==> src/rtl/rr_pri_arbiter_pkg.sv <==
// -----------------------------------------------------------------------------
// rr_arb_pkg
// Shared constants, FSM state type and small helpers for the round-robin
// arbiter (rr_pri_arbiter) and its rotating priority encoder (rr_pri_enc).
// -----------------------------------------------------------------------------
package rr_arb_pkg;

    // Number of requesters and width of a requester index (log2(N)).
    localparam int N   = 16;
    localparam int IDW = 4;

    // The last register resets to N-1 so the first search starts at index 0.
    localparam logic [IDW-1:0] LAST_RST = 4'hF;

    typedef enum logic [0:0] {
        IDLE  = 1'b0,
        GRANT = 1'b1
    } arb_state_t;

    // Index addition modulo N; wrap is free because N is a power of two.
    function automatic logic [IDW-1:0] wrap_add(input logic [IDW-1:0] a,
                                                input logic [IDW-1:0] b);
        return a + b;
    endfunction

    // Binary index to one-hot vector.
    function automatic logic [N-1:0] idx_to_onehot(input logic [IDW-1:0] idx);
        logic [N-1:0] one_s;
        one_s = {{(N-1){1'b0}}, 1'b1};
        return one_s << idx;
    endfunction

endpackage

==> src/rtl/rr_pri_arbiter_if.sv <==
// -----------------------------------------------------------------------------
// rr_pri_arbiter_if
// Request/grant bundle between the request sources and the arbiter.
//   enable    : permits new grants
//   req[N]    : request vector, bit i held high while requester i wants/uses
//   gnt[N]    : one-hot registered grant
//   gnt_id    : binary owner index (valid only with gnt_valid)
//   gnt_valid : high while a grant is held
//   timeout   : one-cycle pulse on a forced release
// Modports: master = request side, slave = arbiter.
// -----------------------------------------------------------------------------
interface rr_pri_arbiter_if;
    import rr_arb_pkg::*;

    logic           enable;
    logic [N-1:0]   req;
    logic [N-1:0]   gnt;
    logic [IDW-1:0] gnt_id;
    logic           gnt_valid;
    logic           timeout;

    modport master (
        output enable, req,
        input  gnt, gnt_id, gnt_valid, timeout
    );

    modport slave (
        input  enable, req,
        output gnt, gnt_id, gnt_valid, timeout
    );

endinterface

==> src/rtl/rr_pri_arbiter_enc.sv <==
// -----------------------------------------------------------------------------
// rr_pri_enc
// Purely combinational rotating priority encoder. The requester at index
// last+1 has highest priority, searching upward and wrapping N-1 -> 0.
// Built as: rotate req so index last+1 lands at bit 0, fixed lowest-first
// priority encode, then add last+1 back (mod N).
// With last = N-1 it degenerates to a plain lowest-index-first encoder.
//   req[N]   : request vector
//   last[IDW]: index of the previous winner
//   any      : at least one request present
//   idx[IDW] : winning index (meaningful only when any = 1)
// -----------------------------------------------------------------------------
module rr_pri_enc
    import rr_arb_pkg::*;
(
    input  logic [N-1:0]   req,
    input  logic [IDW-1:0] last,
    output logic           any,
    output logic [IDW-1:0] idx
);

    logic [IDW-1:0] start_s;
    logic [N-1:0]   rot_s;
    logic [IDW-1:0] off_s;

    assign start_s = wrap_add(last, 4'd1);

    // Rotate so that requester start_s appears at bit 0.
    always_comb begin
        rot_s = '0;
        for (int i = 0; i < N; i++) begin
            rot_s[i] = req[wrap_add(IDW'(i), start_s)];
        end
    end

    // Lowest set bit of the rotated vector; scanning downward lets the
    // lowest index overwrite any higher one.
    always_comb begin
        off_s = '0;
        for (int i = N - 1; i >= 0; i--) begin
            if (rot_s[i]) begin
                off_s = IDW'(i);
            end else begin
                off_s = off_s;
            end
        end
    end

    assign any = |rot_s;
    assign idx = wrap_add(off_s, start_s);

endmodule

==> src/rtl/rr_pri_arbiter.sv <==
// -----------------------------------------------------------------------------
// rr_pri_arbiter
// Round-robin arbiter for 16 requesters. A registered grant is issued from
// IDLE when enable=1 and any request is present; the requester after the last
// winner has priority. The grant is held until the owner drops its request
// (or, optionally, until the hold limit expires), then at least one IDLE cycle
// follows before the next grant.
//   clock          : rising-edge clock
//   reset          : asynchronous, active-high reset
//   bus (slave)    : enable, req in; gnt, gnt_id, gnt_valid, timeout out
// Parameter MAX_HOLD: maximum cycles in GRANT (timeout build only).
// Optional feature macro: RR_PRI_ARBITER_TIMEOUT_EN -- builds the hold
// counter and forced release with a one-cycle timeout pulse; without it the
// grant has no limit and timeout is constant 0.
// -----------------------------------------------------------------------------
module rr_pri_arbiter
    import rr_arb_pkg::*;
#(
    parameter int MAX_HOLD = 8
)(
    input  logic              clock,
    input  logic              reset,
    rr_pri_arbiter_if.slave   bus
);

    arb_state_t     state_r, state_n_s;
    logic [N-1:0]   gnt_r, gnt_n_s;
    logic [IDW-1:0] gnt_id_r, gnt_id_n_s;
    logic           gnt_valid_r, gnt_valid_n_s;
    logic           timeout_r, timeout_n_s;
    logic [IDW-1:0] last_r, last_n_s;

    logic           any_s;
    logic [IDW-1:0] win_idx_s;
    logic           hold_limit_s;

    rr_pri_enc u_enc (
        .req  (bus.req),
        .last (last_r),
        .any  (any_s),
        .idx  (win_idx_s)
    );

`ifdef RR_PRI_ARBITER_TIMEOUT_EN
    localparam int HOLD_W = $clog2(MAX_HOLD + 1);

    logic [HOLD_W-1:0] hold_cnt_r;

    // Cycles spent in GRANT; sits at zero in IDLE so entry starts from 0.
    always_ff @(posedge clock or posedge reset) begin
        if (reset) begin
            hold_cnt_r <= '0;
        end else if (state_r == IDLE) begin
            hold_cnt_r <= '0;
        end else begin
            hold_cnt_r <= hold_cnt_r + HOLD_W'(1);
        end
    end

    assign hold_limit_s = (hold_cnt_r == HOLD_W'(MAX_HOLD - 1));
`else
    assign hold_limit_s = 1'b0;
`endif

    // FSM and output registers.
    always_ff @(posedge clock or posedge reset) begin
        if (reset) begin
            state_r     <= IDLE;
            gnt_r       <= '0;
            gnt_id_r    <= '0;
            gnt_valid_r <= 1'b0;
            timeout_r   <= 1'b0;
            last_r      <= LAST_RST;
        end else begin
            state_r     <= state_n_s;
            gnt_r       <= gnt_n_s;
            gnt_id_r    <= gnt_id_n_s;
            gnt_valid_r <= gnt_valid_n_s;
            timeout_r   <= timeout_n_s;
            last_r      <= last_n_s;
        end
    end

    // Next-state and next-output logic. A normal release is checked before
    // the hold limit so a simultaneous release never pulses timeout.
    always_comb begin
        state_n_s     = state_r;
        gnt_n_s       = gnt_r;
        gnt_id_n_s    = gnt_id_r;
        gnt_valid_n_s = gnt_valid_r;
        timeout_n_s   = 1'b0;
        last_n_s      = last_r;
        case (state_r)
            IDLE: begin
                if (bus.enable && any_s) begin
                    state_n_s     = GRANT;
                    gnt_n_s       = idx_to_onehot(win_idx_s);
                    gnt_id_n_s    = win_idx_s;
                    gnt_valid_n_s = 1'b1;
                end else begin
                    state_n_s     = IDLE;
                end
            end
            GRANT: begin
                if (!bus.req[gnt_id_r]) begin
                    state_n_s     = IDLE;
                    gnt_n_s       = '0;
                    gnt_id_n_s    = '0;
                    gnt_valid_n_s = 1'b0;
                    last_n_s      = gnt_id_r;
                end else if (hold_limit_s) begin
                    state_n_s     = IDLE;
                    gnt_n_s       = '0;
                    gnt_id_n_s    = '0;
                    gnt_valid_n_s = 1'b0;
                    last_n_s      = gnt_id_r;
                    timeout_n_s   = 1'b1;
                end else begin
                    state_n_s     = GRANT;
                end
            end
            default: begin
                state_n_s     = IDLE;
                gnt_n_s       = '0;
                gnt_id_n_s    = '0;
                gnt_valid_n_s = 1'b0;
                last_n_s      = LAST_RST;
            end
        endcase
    end

    assign bus.gnt       = gnt_r;
    assign bus.gnt_id    = gnt_id_r;
    assign bus.gnt_valid = gnt_valid_r;
    assign bus.timeout   = timeout_r;

endmodule
==> src/flat_wrapper.sv <==
// flat-port wrapper written by rule: the top's interface ports become plain ports
module rr_pri_arbiter_flat import rr_arb_pkg::*;
#(
    parameter int MAX_HOLD = 8
)
  (clock, reset, bus_enable, bus_req, bus_gnt, bus_gnt_id, bus_gnt_valid, bus_timeout);
  rr_pri_arbiter_if bus_i ();
  input  logic clock;
  input  logic reset;
  input wire logic [$bits(bus_i.enable)-1:0] bus_enable;
  input wire logic [$bits(bus_i.req)-1:0] bus_req;
  output wire logic [$bits(bus_i.gnt)-1:0] bus_gnt;
  output wire logic [$bits(bus_i.gnt_id)-1:0] bus_gnt_id;
  output wire logic [$bits(bus_i.gnt_valid)-1:0] bus_gnt_valid;
  output wire logic [$bits(bus_i.timeout)-1:0] bus_timeout;
  assign bus_i.enable = bus_enable;
  assign bus_i.req = bus_req;
  assign bus_gnt = bus_i.gnt;
  assign bus_gnt_id = bus_i.gnt_id;
  assign bus_gnt_valid = bus_i.gnt_valid;
  assign bus_timeout = bus_i.timeout;
  rr_pri_arbiter #(.MAX_HOLD(MAX_HOLD)) u_core (.clock(clock), .reset(reset), .bus(bus_i));
endmodule
==> config.mk <==
export PLATFORM = sky130hd
export DESIGN_NAME = rr_pri_arbiter_flat
export DESIGN_NICKNAME = d
export VERILOG_FILES = /design/src/rtl/rr_pri_arbiter_pkg.sv /design/src/rtl/rr_pri_arbiter_if.sv /design/src/rtl/rr_pri_arbiter_enc.sv /design/src/rtl/rr_pri_arbiter.sv /design/src/flat_wrapper.sv
export SDC_FILE = /design/constraint.sdc
export NUM_CORES = 1
export LEC_CHECK = 0
export ABC_AREA = 0
export BUFFER_PORTS_ARGS = -buffer_cell sky130_fd_sc_hd__buf_2
export CORE_MARGIN = 3
export CORE_UTILIZATION = 40
export DETAILED_ROUTE_END_ITERATION = 12
export GPL_ROUTABILITY_DRIVEN = 0
export GPL_TIMING_DRIVEN = 0
export PLACE_DENSITY = 0.73
export SLEW_MARGIN = 40
export SYNTH_ARGS = -nofsm -noshare
export SYNTH_HDL_FRONTEND = slang
export SYNTH_SLANG_ARGS = --single-unit
==> constraint.sdc <==
create_clock -name clock -period 5.09 [get_ports clock]
set_input_delay 1.2725 -clock clock [delete_from_list [all_inputs] [get_ports clock]]
set_output_delay 1.2725 -clock clock [all_outputs]
set_load 0.03 [all_outputs]
==> summary.md <==
| Metric | Value |
|---|---|
| Max Transition Viols Final | `0` |
| Synth area leaders | `dfrtp_1 20%, mux2i_1 12%, mux4_2 8.2%` |
| CTS Buf Count | `3` |
| #FFs+latches synth | `26` |
| Buf/Inv on CP | `8` |
| Critical Path Fanout Max | `6` |
| Sequential-to-total area share from yosys stat | `23.9%` |
| Most Frequent Cell on Critical Path | `buf_12` |
| Crit Path Category | `reg2reg` |
| Achievable Freq | `about 200 MHz` |
| Die H | `88.8 um` |
| Final WL | `7460 um` |
| Post-Syn Nets | `about 300` |
| Final Setup Violations | `0` |
| Fin crit share | `between 90% and 100%` |
| Least-Margin Pin Slew | `0.647 ns` |
| Slew HR | `between 50% and 60%` |
| # DRC | `0` |
| RR Startpoint | `u_core.last_r[0]$_DFFE_PP1P_` |
| Critical Path End Type | `flop` |
| Vias in the first global route | `2360` |
| Routed via count | `2487` |
| Cell taking the most area after synthesis | `dfrtp_1` |
| Max Buffers Root-to-Sink | `2` |
| Worst reg2reg setup slack | `a little under 0.02 ns` |
| Final worst slack | `0.0193 ns` |
| Slowest cell on the critical path | `dfstp_2` |
| Hold Startpoint | `u_core.bus.gnt_valid$_DFFE_PP0P_` |
| Library cells used by synthesis | `66` |
| CP Launch Point | `u_core.last_r[0]$_DFFE_PP1P_` |
| Post-layout net count | `363` |
| Crit. path cell count | `24` |
| First-pass GRT wire length | `11600 um` |
| Number of core rows | `29` |
| Vias per cell | `between 6 and 7` |
| TritonCTS clock tree | `built` |
| Post-synth top area share | `20.1%` |
| Post-CTS Hold Buffers | `0` |
| CTS Sinks | `26` |
| Max-Cap Viols | `0` |
| Most frequent cells after synthesis | `33 x mux2i_1, 27 x nand2_1, 22 x dfrtp_1` |
| Drt pass-1 iters | `4` |
| ANT nets after route | `0` |
| Total gr overflow | `0` |
| Post-DP HPWL | `5440 um` |
| R2R cell count | `24` |
| Clock transition at path regs | `0.09 ns` |
| RSZ-0062 raised after global routing | `yes` |
| Cell breakdown of the critical path | `inv_2 > buf_12 > ha_4 > buf_8 > buf_12 > buf_12 > nor3b_4 > a211oi_2 > o31a_1 > xnor2_2 > buf_4 > mux4_2 > buf_6 > o31a_1 > ha_1 > a21o_1 > a21oi_4 > xnor2_2 > nand2b_4 > a31oi_4 > a41oi_2 > buf_6 > nor2_4 > a32o_2` |
| Die W | `about 89 um` |
| WL per Instance | `between 15 and 20 um` |
| CORE AREA | `between 6000 and 7000 sq um` |
| Port Buffers | `39` |
| Initial antenna violation count | `0` |
| Fin. Hold Viols | `0` |
| Worst skew pair latency | `~0.27 ns` |
| Number of flops mapped to enable cells by yosys | `0` |
| All-Layer GR Usage | `18.7%` |
| Synth Flop Type | `dfrtp_1` |
| Area grow syn2layout | `27.2%` |
| Die area | `around 8000 sq um` |
| Ant. Diodes | `0` |
| # IOs | `41` |
| Tmin final | `between 5 and 6 ns` |
| Largest net degree at the start of global routing | `27` |
| Skew final | `0.00661 ns` |
| Ys Warns | `0` |
| Share of layout cells above drive strength 1 | `44.5%` |
| Starting DRT DRC Count | `205` |
| Outcome | `finished clean` |
| CP startpoint kind | `flop` |
| Syn avg cell area | `9.86 sq um` |
| CP arrival | `approximately 5.2 ns` |
| Dpl ws | `-0.304 ns` |
| Post-synthesis cell count | `approximately 280` |
| FFs w/ async S/R, synth | `100%` |
| Slowest cell delay on critical path | `between 0.5 and 0.6 ns` |
| CTS root buf | `clkbuf_8` |
| Area of the mapped netlist | `2740 sq um` |
| CP Capture Point | `u_core.bus.gnt[13]$_DFFE_PP0P_` |
| Initial Utilization | `42.2%` |
| CP top delay family | `compound AO/OA/AOI/OAI gates` |
| Critical path required time | `approximately 5.3 ns` |
| Reg2reg end | `u_core.bus.gnt[13]$_DFFE_PP0P_` |
| Most numerous cell in the Yosys netlist | `mux2i_1` |
| H-tree Lvls | `1` |
| HP Class | `reg2reg` |
-- per-stage QoR --
step / setup TNS [ns] / hold WS (ns) / instance area, sq um / util [%] / std cells
2_1_floorplan: 0 / 0.542 / 2740 / - / 278
3_3_place_gp: -2.51 / 0.455 / 3030 / 46.7 / 394
3_5_place_dp: -2.48 / 0.467 / 3030 / 46.7 / 394
4_1_cts: 0 / 0.490 / 3170 / 48.8 / 400
5_1_grt: -1.06 / 0.513 / 3490 / 53.7 / 414
6_report: 0 / 0.494 / 3490 / 53.7 / 414
-- worst register-to-register path: stages (launching register included) --
cell	delay, ns
dfstp_2	0.59
inv_2	0.07
buf_12	0.13
ha_4	0.21
buf_8	0.13
buf_12	0.14
buf_12	0.14
nor3b_4	0.19
a211oi_2	0.07
o31a_1	0.33
xnor2_2	0.20
buf_4	0.14
mux4_2	0.57
buf_6	0.15
o31a_1	0.24
ha_1	0.28
a21o_1	0.21
a21oi_4	0.16
xnor2_2	0.14
nand2b_4	0.17
a31oi_4	0.04
a41oi_2	0.19
buf_6	0.15
nor2_4	0.05
a32o_2	0.26
-- metal layers --
layer  share of wire, %  vias to the layer above  track usage, %
met1                 44                     1222            26.4
met4               0.95                        0            4.95
met3                6.9                        8            2.33
met5                  0                        -               0
met2                 48                       93            30.1
li1                   -                     1164               -
-- final cells by class --
type	count	area (sq um)
inverters	10	40.0
fillers	523	3010
well taps	77	96.3
multi-input cells	228	2150
clock buffers	3	41.3
plain buffers	14	143
flip-flops and latches	26	656
repair buffers	55	335
clock inverters	1	30.0
-- how the worst min path moves through the flow --
stage                                       end  slack, ns  cells after the start
2_1_floorplan          u_core.state_r$_DFF_PP0_       0.54                      1
3_3_place_gp   u_core.bus.gnt_valid$_DFFE_PP0P_       0.45                      1
3_5_place_dp   u_core.bus.gnt_valid$_DFFE_PP0P_       0.47                      1
4_1_cts        u_core.bus.gnt_valid$_DFFE_PP0P_       0.49                      1
5_1_grt        u_core.bus.gnt_valid$_DFFE_PP0P_       0.51                      1
6_report       u_core.bus.gnt_valid$_DFFE_PP0P_       0.49                      1
-- kinds of logic (layout without fill, tap and decap cells) --
group                      Yosys count  in the layout  synth area share [%]
AOI/OAI and AO/OA                   70             70                  19.4
muxes                               62             62                  28.2
other                                1              1                 0.137
buffers and inverters               24             83                  5.71
and+or+nand+nor                     77             77                  14.8
xor gates and xnor gates            12             12                  4.79
DFF                                 26             26                  23.9
adders and majority gates            6              6                  3.01
-- repair_timing --
action | in CTS | in global routing
gates resized for setup | 10 | 45
buffers inserted | 2 | 14
endpoints found under the setup margin | 17 | 17
pin swaps | 1 | 22
-- state kept, by name (all words and copies together) (netlist names) --
name / cells
u_core.last_r: 4
u_core.bus.gnt_valid: 1
u_core.state_r: 1
u_core.bus.gnt: 16
u_core.bus.gnt_id: 4
-- cell usage in the layout (no fill, tap or decap), types with 3 or more instances in the layout --
master and n:
buf_2 42, nor2_1 12, nand2_1 27, mux4_2 10
mux2_2 17, dfstp_2 4, dfrtp_1 22, buf_12 4
o21ai_0 11, o2bb2ai_1 9, a211oi_2 4, xnor2_2 4
a22o_1 6, a211oi_1 4, clkbuf_8 3, a21oi_1 9
nor2b_1 5, inv_2 3, mux2i_1 26, nand2b_1 6
buf_4 14, mux2i_2 5, inv_1 6, xnor2_1 6
buf_6 5, nor3_1 3
Power is left out: the tool's default activity adds up to more than one toggle a clock period on the data nets, which glitch-free logic cannot reach.
